--- src/rtl/div_sched_pkg.sv ---
// div_sched_pkg: shared state encoding and constants for the round-robin divider scheduler
package div_sched_pkg;
  typedef enum logic [1:0] {IDLE, CALC, DONE} state_t;
  localparam int DEF_WIDTH = 4;
  localparam logic DBZ_FILL = 1'b1;
  function automatic int wrap_add(int a, int b, int n);
    return (a + b) % n;
  endfunction
endpackage

--- src/rtl/div_rr_scheduler_if.sv ---
// div_rr_scheduler_if: request and response channels between requesters/consumer and the scheduler
interface div_rr_scheduler_if #(
  parameter int WIDTH = div_sched_pkg::DEF_WIDTH,
  parameter int N_REQ = 2,
  parameter int ID_W  = $clog2(N_REQ)
) ();
  logic [N_REQ-1:0]       req_valid;
  logic [N_REQ-1:0]       req_ready;
  logic [N_REQ*WIDTH-1:0] req_dividend;
  logic [N_REQ*WIDTH-1:0] req_divisor;
  logic                   rsp_valid;
  logic                   rsp_ready;
  logic [ID_W-1:0]        rsp_id;
  logic [WIDTH-1:0]       rsp_quotient;
  logic [WIDTH-1:0]       rsp_remainder;
  logic                   rsp_dbz;
  logic                   busy;
  modport master (
    output req_valid, req_dividend, req_divisor, rsp_ready,
    input  req_ready, rsp_valid, rsp_id, rsp_quotient, rsp_remainder, rsp_dbz, busy
  );
  modport slave (
    input  req_valid, req_dividend, req_divisor, rsp_ready,
    output req_ready, rsp_valid, rsp_id, rsp_quotient, rsp_remainder, rsp_dbz, busy
  );
endinterface

--- src/rtl/div_iter_core.sv ---
// div_iter_core: restoring unsigned divider, one quotient bit per cycle, MSB first
module div_iter_core
  import div_sched_pkg::*;
#(
  parameter int WIDTH = DEF_WIDTH
) (
  input  logic             clk,
  input  logic             rst,
  input  logic             start,
  input  logic [WIDTH-1:0] dividend,
  input  logic [WIDTH-1:0] divisor,
  output logic             done,
  output logic [WIDTH-1:0] quotient,
  output logic [WIDTH-1:0] remainder
);
  localparam int CW = $clog2(WIDTH + 1);
  logic [CW-1:0]    r_cnt;
  logic [WIDTH-1:0] r_rem;
  logic [WIDTH-1:0] r_q;
  logic [WIDTH-1:0] r_d;
  logic [WIDTH:0]   w_sh;
  logic             w_ge;
  // dividend bits shift out of r_q's top while quotient bits enter at the bottom
  assign w_sh = {r_rem, r_q[WIDTH-1]};
  assign w_ge = w_sh >= {1'b0, r_d};
  always_ff @(posedge clk) begin
    if (rst) begin
      r_cnt <= '0;
      r_rem <= '0;
      r_q   <= '0;
      r_d   <= '0;
    end else if (start) begin
      r_cnt <= CW'(WIDTH);
      r_rem <= '0;
      r_q   <= dividend;
      r_d   <= divisor;
    end else if (r_cnt != '0) begin
      r_cnt <= r_cnt - 1'b1;
      r_rem <= w_ge ? WIDTH'(w_sh - {1'b0, r_d}) : w_sh[WIDTH-1:0];
      r_q   <= {r_q[WIDTH-2:0], w_ge};
    end
  end
  assign done      = r_cnt == CW'(1);
  assign quotient  = r_q;
  assign remainder = r_rem;
endmodule

--- src/rtl/div_rr_scheduler.sv ---
// div_rr_scheduler: round-robin arbitration of N_REQ requesters onto one shared iterative divider
module div_rr_scheduler
  import div_sched_pkg::*;
#(
  parameter int WIDTH = DEF_WIDTH,
  parameter int N_REQ = 2,
  parameter int ID_W  = $clog2(N_REQ)
) (
  input  logic clk,
  input  logic rst,
  div_rr_scheduler_if.slave bus
);
  state_t           r_state;
  logic [ID_W-1:0]  r_ptr;
  logic [ID_W-1:0]  r_id;
  logic             r_dbz;
  logic             r_rsp_valid;
  logic             r_busy;
  logic [ID_W-1:0]  w_grant;
  logic             w_any;
  logic             w_hs;
  logic             w_dz;
  logic             w_done;
  logic [WIDTH-1:0] w_dividend;
  logic [WIDTH-1:0] w_divisor;
  logic [WIDTH-1:0] w_q;
  logic [WIDTH-1:0] w_r;
  // scan downward so the nearest valid requester at or above the pointer wins
  always_comb begin
    w_grant = r_ptr;
    w_any   = 1'b0;
    for (int i = N_REQ - 1; i >= 0; i--)
      if (bus.req_valid[wrap_add(int'(r_ptr), i, N_REQ)]) begin
        w_grant = ID_W'(wrap_add(int'(r_ptr), i, N_REQ));
        w_any   = 1'b1;
      end
  end
  assign w_hs          = !rst && r_state == IDLE && w_any;
  assign bus.req_ready = w_hs ? N_REQ'(1) << w_grant : '0;
  assign w_dividend    = bus.req_dividend[w_grant*WIDTH +: WIDTH];
  assign w_divisor     = bus.req_divisor[w_grant*WIDTH +: WIDTH];
  assign w_dz          = w_divisor == '0;
  div_iter_core #(.WIDTH(WIDTH)) u_core (
    .clk       (clk),
    .rst       (rst),
    .start     (w_hs && !w_dz),
    .dividend  (w_dividend),
    .divisor   (w_divisor),
    .done      (w_done),
    .quotient  (w_q),
    .remainder (w_r)
  );
  always_ff @(posedge clk) begin
    if (rst) begin
      r_state     <= IDLE;
      r_ptr       <= '0;
      r_id        <= '0;
      r_dbz       <= 1'b0;
      r_rsp_valid <= 1'b0;
      r_busy      <= 1'b0;
    end else begin
      case (r_state)
        IDLE: if (w_hs) begin
          r_id        <= w_grant;
          r_dbz       <= w_dz;
          r_busy      <= 1'b1;
          r_rsp_valid <= w_dz;
          r_state     <= w_dz ? DONE : CALC;
        end
        CALC: if (w_done) begin
          r_rsp_valid <= 1'b1;
          r_state     <= DONE;
        end
        DONE: if (bus.rsp_ready) begin
          r_rsp_valid <= 1'b0;
          r_busy      <= 1'b0;
          r_ptr       <= r_id == ID_W'(N_REQ - 1) ? '0 : r_id + 1'b1;
          r_state     <= IDLE;
        end
        default: r_state <= IDLE;
      endcase
    end
  end
  // results live in the core; a zero divisor masks them with the all-ones fill
  assign bus.rsp_valid     = r_rsp_valid;
  assign bus.rsp_id        = r_id;
  assign bus.rsp_dbz       = r_dbz;
  assign bus.busy          = r_busy;
  assign bus.rsp_quotient  = r_dbz ? {WIDTH{DBZ_FILL}} : w_q;
  assign bus.rsp_remainder = r_dbz ? {WIDTH{DBZ_FILL}} : w_r;
endmodule

--- src/flat_wrapper.sv ---
// flat-port wrapper written by rule: the top's interface ports become plain ports
module div_rr_scheduler_flat import div_sched_pkg::*;
#(
  parameter int WIDTH = DEF_WIDTH,
  parameter int N_REQ = 2,
  parameter int ID_W  = $clog2(N_REQ)
)
  (clk, rst, bus_req_valid, bus_req_dividend, bus_req_divisor, bus_rsp_ready, bus_req_ready, bus_rsp_valid, bus_rsp_id, bus_rsp_quotient, bus_rsp_remainder, bus_rsp_dbz, bus_busy);
  div_rr_scheduler_if #(.WIDTH(WIDTH), .N_REQ(N_REQ), .ID_W(ID_W)) bus_i ();
  input  logic clk;
  input  logic rst;
  input wire logic [$bits(bus_i.req_valid)-1:0] bus_req_valid;
  input wire logic [$bits(bus_i.req_dividend)-1:0] bus_req_dividend;
  input wire logic [$bits(bus_i.req_divisor)-1:0] bus_req_divisor;
  input wire logic [$bits(bus_i.rsp_ready)-1:0] bus_rsp_ready;
  output wire logic [$bits(bus_i.req_ready)-1:0] bus_req_ready;
  output wire logic [$bits(bus_i.rsp_valid)-1:0] bus_rsp_valid;
  output wire logic [$bits(bus_i.rsp_id)-1:0] bus_rsp_id;
  output wire logic [$bits(bus_i.rsp_quotient)-1:0] bus_rsp_quotient;
  output wire logic [$bits(bus_i.rsp_remainder)-1:0] bus_rsp_remainder;
  output wire logic [$bits(bus_i.rsp_dbz)-1:0] bus_rsp_dbz;
  output wire logic [$bits(bus_i.busy)-1:0] bus_busy;
  assign bus_i.req_valid = bus_req_valid;
  assign bus_i.req_dividend = bus_req_dividend;
  assign bus_i.req_divisor = bus_req_divisor;
  assign bus_i.rsp_ready = bus_rsp_ready;
  assign bus_req_ready = bus_i.req_ready;
  assign bus_rsp_valid = bus_i.rsp_valid;
  assign bus_rsp_id = bus_i.rsp_id;
  assign bus_rsp_quotient = bus_i.rsp_quotient;
  assign bus_rsp_remainder = bus_i.rsp_remainder;
  assign bus_rsp_dbz = bus_i.rsp_dbz;
  assign bus_busy = bus_i.busy;
  div_rr_scheduler #(.WIDTH(WIDTH), .N_REQ(N_REQ), .ID_W(ID_W)) u_core (.clk(clk), .rst(rst), .bus(bus_i));
endmodule
--- config.mk ---
export PLATFORM = sky130hd
export DESIGN_NAME = div_rr_scheduler_flat
export DESIGN_NICKNAME = d
export VERILOG_FILES = /design/src/rtl/div_sched_pkg.sv /design/src/rtl/div_rr_scheduler_if.sv /design/src/rtl/div_iter_core.sv /design/src/rtl/div_rr_scheduler.sv /design/src/flat_wrapper.sv
export SDC_FILE = /design/constraint.sdc
export NUM_CORES = 1
export LEC_CHECK = 0
export ABC_AREA = 1
export CORE_MARGIN = 2
export CORE_UTILIZATION = 40
export DETAILED_ROUTE_END_ITERATION = 10
export GPL_TIMING_DRIVEN = 0
export PLACE_DENSITY_LB_ADDON = 0.3
export SETUP_SLACK_MARGIN = 0.5
export SLEW_MARGIN = 10
export SYNTH_ARGS = -nofsm -noshare
export SYNTH_HDL_FRONTEND = slang
export SYNTH_SLANG_ARGS = --single-unit
--- constraint.sdc ---
create_clock -name clk -period 1.4 [get_ports clk]
set_input_delay 0.21 -clock clk [delete_from_list [all_inputs] [get_ports clk]]
set_output_delay 0.21 -clock clk [all_outputs]
set_load 0.02 [all_outputs]
==> impl_metrics.csv, run 1 <==
group,metric,value,unit
run_status,status,"complete, but fails checks",
run_status,violations,"setup timing",
clock_network,numCtsBuffers,3,
finish,multiInputGateArea,1130,µm²
clock_network,clk_latency,0.34,ns
clock_network,htree_levels,1,
floorplanning,coreArea,3340,µm²
hold_path,min_path_cells,2,
drt,wl,4.40,mm
drt,vias_per_cell,5.09,
clock_network,root_buffer,"clkbuf_4",
placement,numPortBuffers,33,
global_route,grt_max_degree,13,
critical_path,crit_slowest_cell,"dfxtp_2",
drt,drt_first_pass_iters,5,
synth,synth_cell_types,24,
synth,synth_edf_count,0,
sta,skew,0.0159,ns
drt,drc_errors,0,
critical_path,end_kind,"primary output",
placement,dpl_worst_slack,-0.931,ns
floorplanning,io_pins,35,
synth,netlist_area,1400,µm²
clock_network,cts.path.max_buffers,2,
sta,drv_slew,0,
global_route,overflow,0,
global_route,antenna_found_initial,0,
critical_path,path_delay_family,"buffers and inverters",
drt,dr.first_iter.drc_count,74,
critical_path,worstSetupStartpointType,"register",
critical_path,required,1.19,ns
critical_path,reg2reg_depth,10,
finish,nets,304,
critical_path,cp.arrival,1.43,ns
finish,fill_cells,243,
critical_path,cp.depth,9,
critical_path,cp_cell_sequence,"inv_2, ha_4, inv_4, nor2_4, nand2_4, inv_4, nand2_2, inv_2, buf_6",
synth,yosysWarningCount,0,
critical_path,cp_max_fo,3,
floorplanning,dieWidth,63.1,µm
sta,setup_viol,28,
synth,syn_nets,237,
clock_network,numClockSinks,22,
sta,hold_viol,0,
synth,synthCells,205,
placement,gp_congestion,0.869,
sta,tightest_slew,0.203,ns
synth,ys_seq_elements,22,
floorplanning,die_area,3980,µm²
pwr,p_per_area,2110,nW/µm²
floorplanning,rows,21,
finish,area_growth_syn_to_layout,76.0,%
drt,vias,1612,
sta,min_period,1.64,ns
finish,diodes,0,
finish,register_area,464,µm²
clock_network,clkSlewWorstSetupHoldPaths,0.13,ns
synth,ys_seq_area_share,31.5,%
synth,synth_ff_type,"dfxtp_1",
sta,slew-limit-headroom,86.3,%
clock_network,cts_tree,"done",
global_route,grt_pass1_vias,1570,
hold_path,hold_class,"in -> reg",
drt,ant_nets,0,
critical_path,path_class,"reg -> out",
global_route,track_usage,21.1,%
synth,async_flop_share,0,%
pwr,power_leakage,0.00110,µW
sta,max_freq,609,MHz
sta,rsz0062_at_grt,"true",
run,maxCapViolCount,0,
drt,wl_per_cell,13.9,µm
global_route,grt_pass1_wl,6.67,mm
sta,timing.final.crit_share,117,%
placement,hpwl,2.44,mm
sta,setup_ws,-0.241,ns
floorplanning,die_h,63.1,µm
critical_path,cp_num_buf_inv,5,
finish,utilization,73.6,%
floorplanning,initial_utilization,41.8,%
finish,drive_gt1_share,54.6,%
pwr,ir_worst_vdd,0.00101,V
clock_network,cts_hold_buf,0,
critical_path,critical_path.max_stage_delay,0.35,ns
synth,synth_area_per_cell,6.81,µm²
logic make-up (layout without fill, tap and decap cells):
| family | count (synthesis) | in the layout | synth area share [%] |
|---|---|---|---|
| adder cells (fa/ha/maj) | 11 | 11 | 10.4 |
| buffers and inverters | 33 | 99 | 9.59 |
| flip-flops | 22 | 22 | 31.5 |
| AND/OR/NAND/NOR | 98 | 98 | 32.3 |
| AO/OA/AOI/OAI | 39 | 39 | 14.9 |
| XOR/XNOR | 2 | 2 | 1.25 |
worst register-to-register path: cells and delay by family, from the launching register on:
kind,cells,cell delay (ns)
buffers and inverters,5,0.58
DFF,1,0.37
and+or+nand+nor,3,0.29
adders and majority gates,1,0.21
AOI/OAI and AO/OA,1,0.06
cells in the final DEF (no fill, tap or decap), types with 2 or more instances in the layout:
cell type and n:
a21oi_1 8, a21oi_2 8, buf_2 2, buf_4 21, buf_6 22, clkbuf_4 3, clkdlybuf4s50_1 18, dfxtp_1 7
dfxtp_2 13, dfxtp_4 2, ha_1 3, ha_4 6, inv_1 13, inv_2 12, inv_4 3, nand2_1 39
nand2_2 16, nand2_4 10, nand3_1 11, nand3_2 3, nor2_1 4, nor2_4 4, o211ai_1 2, o21ai_0 7
o21ai_1 7, o21ai_2 3, or2_4 6
Yosys cell counts, types with 6 or more instances:
cell type / count / area [µm²]
nor2_1: 7 / 26.3
ha_1: 10 / 125
a21oi_1: 17 / 85.1
dfxtp_1: 22 / 440
inv_1: 27 / 101
nand3_1: 15 / 75.1
nand2_2: 6 / 37.5
o21ai_0: 17 / 85.1
nand2_1: 57 / 214
or2_2: 7 / 43.8
area by class of cell:
type / instances / area share [%]
tap: 46 / 2.34
buffer: 4 / 1.88
sequential: 22 / 18.9
inverter: 29 / 4.94
clock buffer: 4 / 1.48
timing repair buffer: 62 / 24.5
multi-input combinational: 150 / 45.9
worst paths after layout:
path | from | to | slack, ns
max | u_core.r_state[1] | bus_req_ready[0] | -0.24
min | rst | u_core.u_core.quotient[3] | 0.15
max reg2reg | u_core.r_state[0] | u_core.r_state[0] | -0.21
min reg2reg | u_core.u_core.r_cnt[1] | u_core.u_core.r_cnt[1] | 0.49
state kept, by name, summed over array words and instances (netlist names):
name / cells
u_core.u_core.quotient: 4
u_core.u_core.r_d: 4
u_core.u_core.remainder: 4
u_core.u_core.r_cnt: 3
u_core.r_state: 2
u_core.bus.busy: 1
u_core.bus.rsp_dbz: 1
u_core.bus.rsp_id: 1
u_core.bus.rsp_valid: 1
u_core.r_ptr: 1
power by group:
| group | switching [µW] | internal, µW |
|---|---|---|
| Sequential | 177 | 865 |
| Clock | 230 | 160 |
| Combinational | 1950 | 1800 |
| Total | 2350 | 2820 |
metrics by stage:
step                      hold slack, ns  area [µm²]  TNS, ns  std cells  total power (µW)
after detailed placement           0.465        1910    -9.46        284              3490
after floorplan                    0.371        1520        0        205              2800
after global routing               0.145        2460    -4.71        317              5550
after global placement             0.460        1910    -8.76        284              3450
final                              0.151        2460    -2.76        317              5170
after CTS                          0.137        2230    -1.48        310              4450
metal layers:
layer  track usage [%]  part of all wire, %  vias up
met5                 0                    0        -
met4              7.78                  1.7        0
met3              5.00                  4.5       11
li1                  -                    -      791
met1              22.3                   40      763
met2              40.2                   54       47
timing repair:
action                                  4_1_cts  5_1_grt
endpoints found under the setup margin       36       36
cloned                                        1        0
pin swaps                                     9        9
resized for setup                           122       46
buffers inserted                             21        7
No activity file was read; power rests on OpenSTA's default activity.
==> run 2, diff against run 1 <==
- SETUP_SLACK_MARGIN: 0.5 -> 0.2
==> impl_metrics.csv, run 2 (synthesized netlist as in run 1, its figures left out) <==
group,metric,value,unit
pwr,power_leakage,0.00113,µW
drt,drc_errors,0,
critical_path,cp_max_fo,3,
sta,max_freq,608,MHz
critical_path,path_class,"reg -> out",
sta,timing.final.crit_share,117,%
sta,hold_viol,0,
sta,drv_slew,0,
global_route,overflow,0,
clock_network,cts.path.max_buffers,2,
drt,wl_per_cell,12.8,µm
global_route,grt_max_degree,13,
finish,final_common_cell,"nand2_1",
global_route,grt_pass1_vias,1526,
critical_path,cp_cell_sequence,"inv_2, ha_4, inv_4, nor2_4, nand2_4, inv_4, nand2_4, inv_4, buf_6",
finish,nets,313,
hold_path,min_path_cells,2,
critical_path,crit_slowest_cell,"dfxtp_2",
drt,wl,4.18,mm
clock_network,root_buffer,"clkbuf_4",
finish,diodes,0,
clock_network,cts_tree,"done",
critical_path,cp.arrival,1.43,ns
finish,mostFrequentLayoutCells,"nand2_1, buf_4, buf_6",
sta,holdWs,0.200,ns
critical_path,path_common_cell,"inv_4",
floorplanning,rows,21,
critical_path,worstSetupStartpointType,"register",
clock_network,cts_hold_buf,0,
sta,slew-limit-headroom,83.0,%
clock_network,numCtsBuffers,3,
critical_path,end_kind,"primary output",
finish,area_growth_syn_to_layout,78.1,%
finish,register_area,462,µm²
floorplanning,die_area,3980,µm²
sta,skew,0.00363,ns
clock_network,clkSlewWorstSetupHoldPaths,0.13,ns
drt,vias,1574,
pwr,ir_worst_vdd,0.00127,V
sta,setup_viol,23,
clock_network,numClockSinks,22,
drt,drt_first_pass_iters,4,
placement,dpl_worst_slack,-0.859,ns
sta,tightest_slew,0.252,ns
run_status,violations,"setup timing",
finish,drive_gt1_share,55.4,%
finish,fill_cells,256,
critical_path,reg2reg_depth,13,
critical_path,critical_path.max_stage_delay,0.35,ns
floorplanning,die_h,63.1,µm
critical_path,required,1.19,ns
run,maxCapViolCount,0,
hold_path,hold_class,"in -> reg",
global_route,antenna_found_initial,0,
run_status,status,"complete, but fails checks",
floorplanning,io_pins,35,
pwr,p_per_area,2020,nW/µm²
placement,gp_congestion,0.769,
sta,setup_ws,-0.244,ns
drt,vias_per_cell,4.83,
placement,hpwl,2.36,mm
drt,dr.first_iter.drc_count,47,
global_route,grt_pass1_wl,6.50,mm
drt,ant_nets,0,
sta,rsz0062_at_grt,"true",
floorplanning,dieWidth,63.1,µm
placement,numPortBuffers,33,
floorplanning,initial_utilization,41.8,%
global_route,track_usage,20.0,%
clock_network,clk_latency,0.31,ns
floorplanning,coreArea,3340,µm²
sta,min_period,1.64,ns
clock_network,htree_levels,1,
finish,multiInputGateArea,1130,µm²
run 2: changes by cell type in the layout (fill, tap and decap cells not counted), sizes merged:
cell and delta:
buf +5, clkbuf +4
run 2: layer usage:
layer | track usage (%) | up-vias | share of wire [%]
met4 | 5.28 | 0 | 0.81
met3 | 3.93 | 6 | 3.2
met5 | 0 | - | 0
met2 | 36.3 | 35 | 52
li1 | - | 806 | -
met1 | 23.8 | 727 | 44
run 2: power by group:
part / switching [µW] / total [µW] / internal, µW
Sequential: 170 / 1030 / 858
Combinational: 1890 / 3640 / 1760
Clock: 205 / 364 / 159
Total: 2260 / 5040 / 2770
run 2: path summary, 6_finish.rpt:
path,from,to,slack [ns]
worst max-delay path,u_core.r_state[1],bus_req_ready[0],-0.24
worst min-delay path,rst,u_core.u_core.quotient[1],0.20
worst max register to register,u_core.r_state[1],u_core.u_core.quotient[3],-0.23
worst min register to register,u_core.u_core.r_cnt[1],u_core.u_core.r_cnt[1],0.49
run 2: through the flow:
| stage | cell area, µm² | utilization (%) | power, µW | cells | TNS (ns) |
|---|---|---|---|---|---|
| 5_1_grt | 2490 | 74.5 | 5410 | 326 | -4.27 |
| 3_5_place_dp | 1880 | 56.2 | 3400 | 284 | -8.96 |
| 3_3_place_gp | 1880 | 56.2 | 3350 | 284 | -8.65 |
| 6_report | 2490 | 74.5 | 5040 | 326 | -3.09 |
| 2_1_floorplan | 1490 | - | 2700 | 205 | 0 |
| 4_1_cts | 2300 | 69.0 | 4430 | 319 | -1.13 |
run 2: what timing repair did:
item                                    4_1_cts  5_1_grt
buffers inserted                             30        7
resized for setup                           122       44
cloned                                        1        0
pin swaps                                    22       11
endpoints found under the setup margin       35       35
run 2: critical path: cells and delay by family (launching register included):
kind	cells	cell delay (ns)
buffers and inverters	5	0.35
adders and majority gates	1	0.15
and+or+nand+nor	3	0.26
DFF	1	0.35
run 2: final cells by class:
class                   count  share of cell area (%)
multi-input cells         150                    45.3
repair buffers             71                    25.9
flip-flops and latches     22                    18.6
inverters                  29                    4.98
well taps                  46                    2.31
plain buffers               4                    1.51
clock buffers               4                    1.46
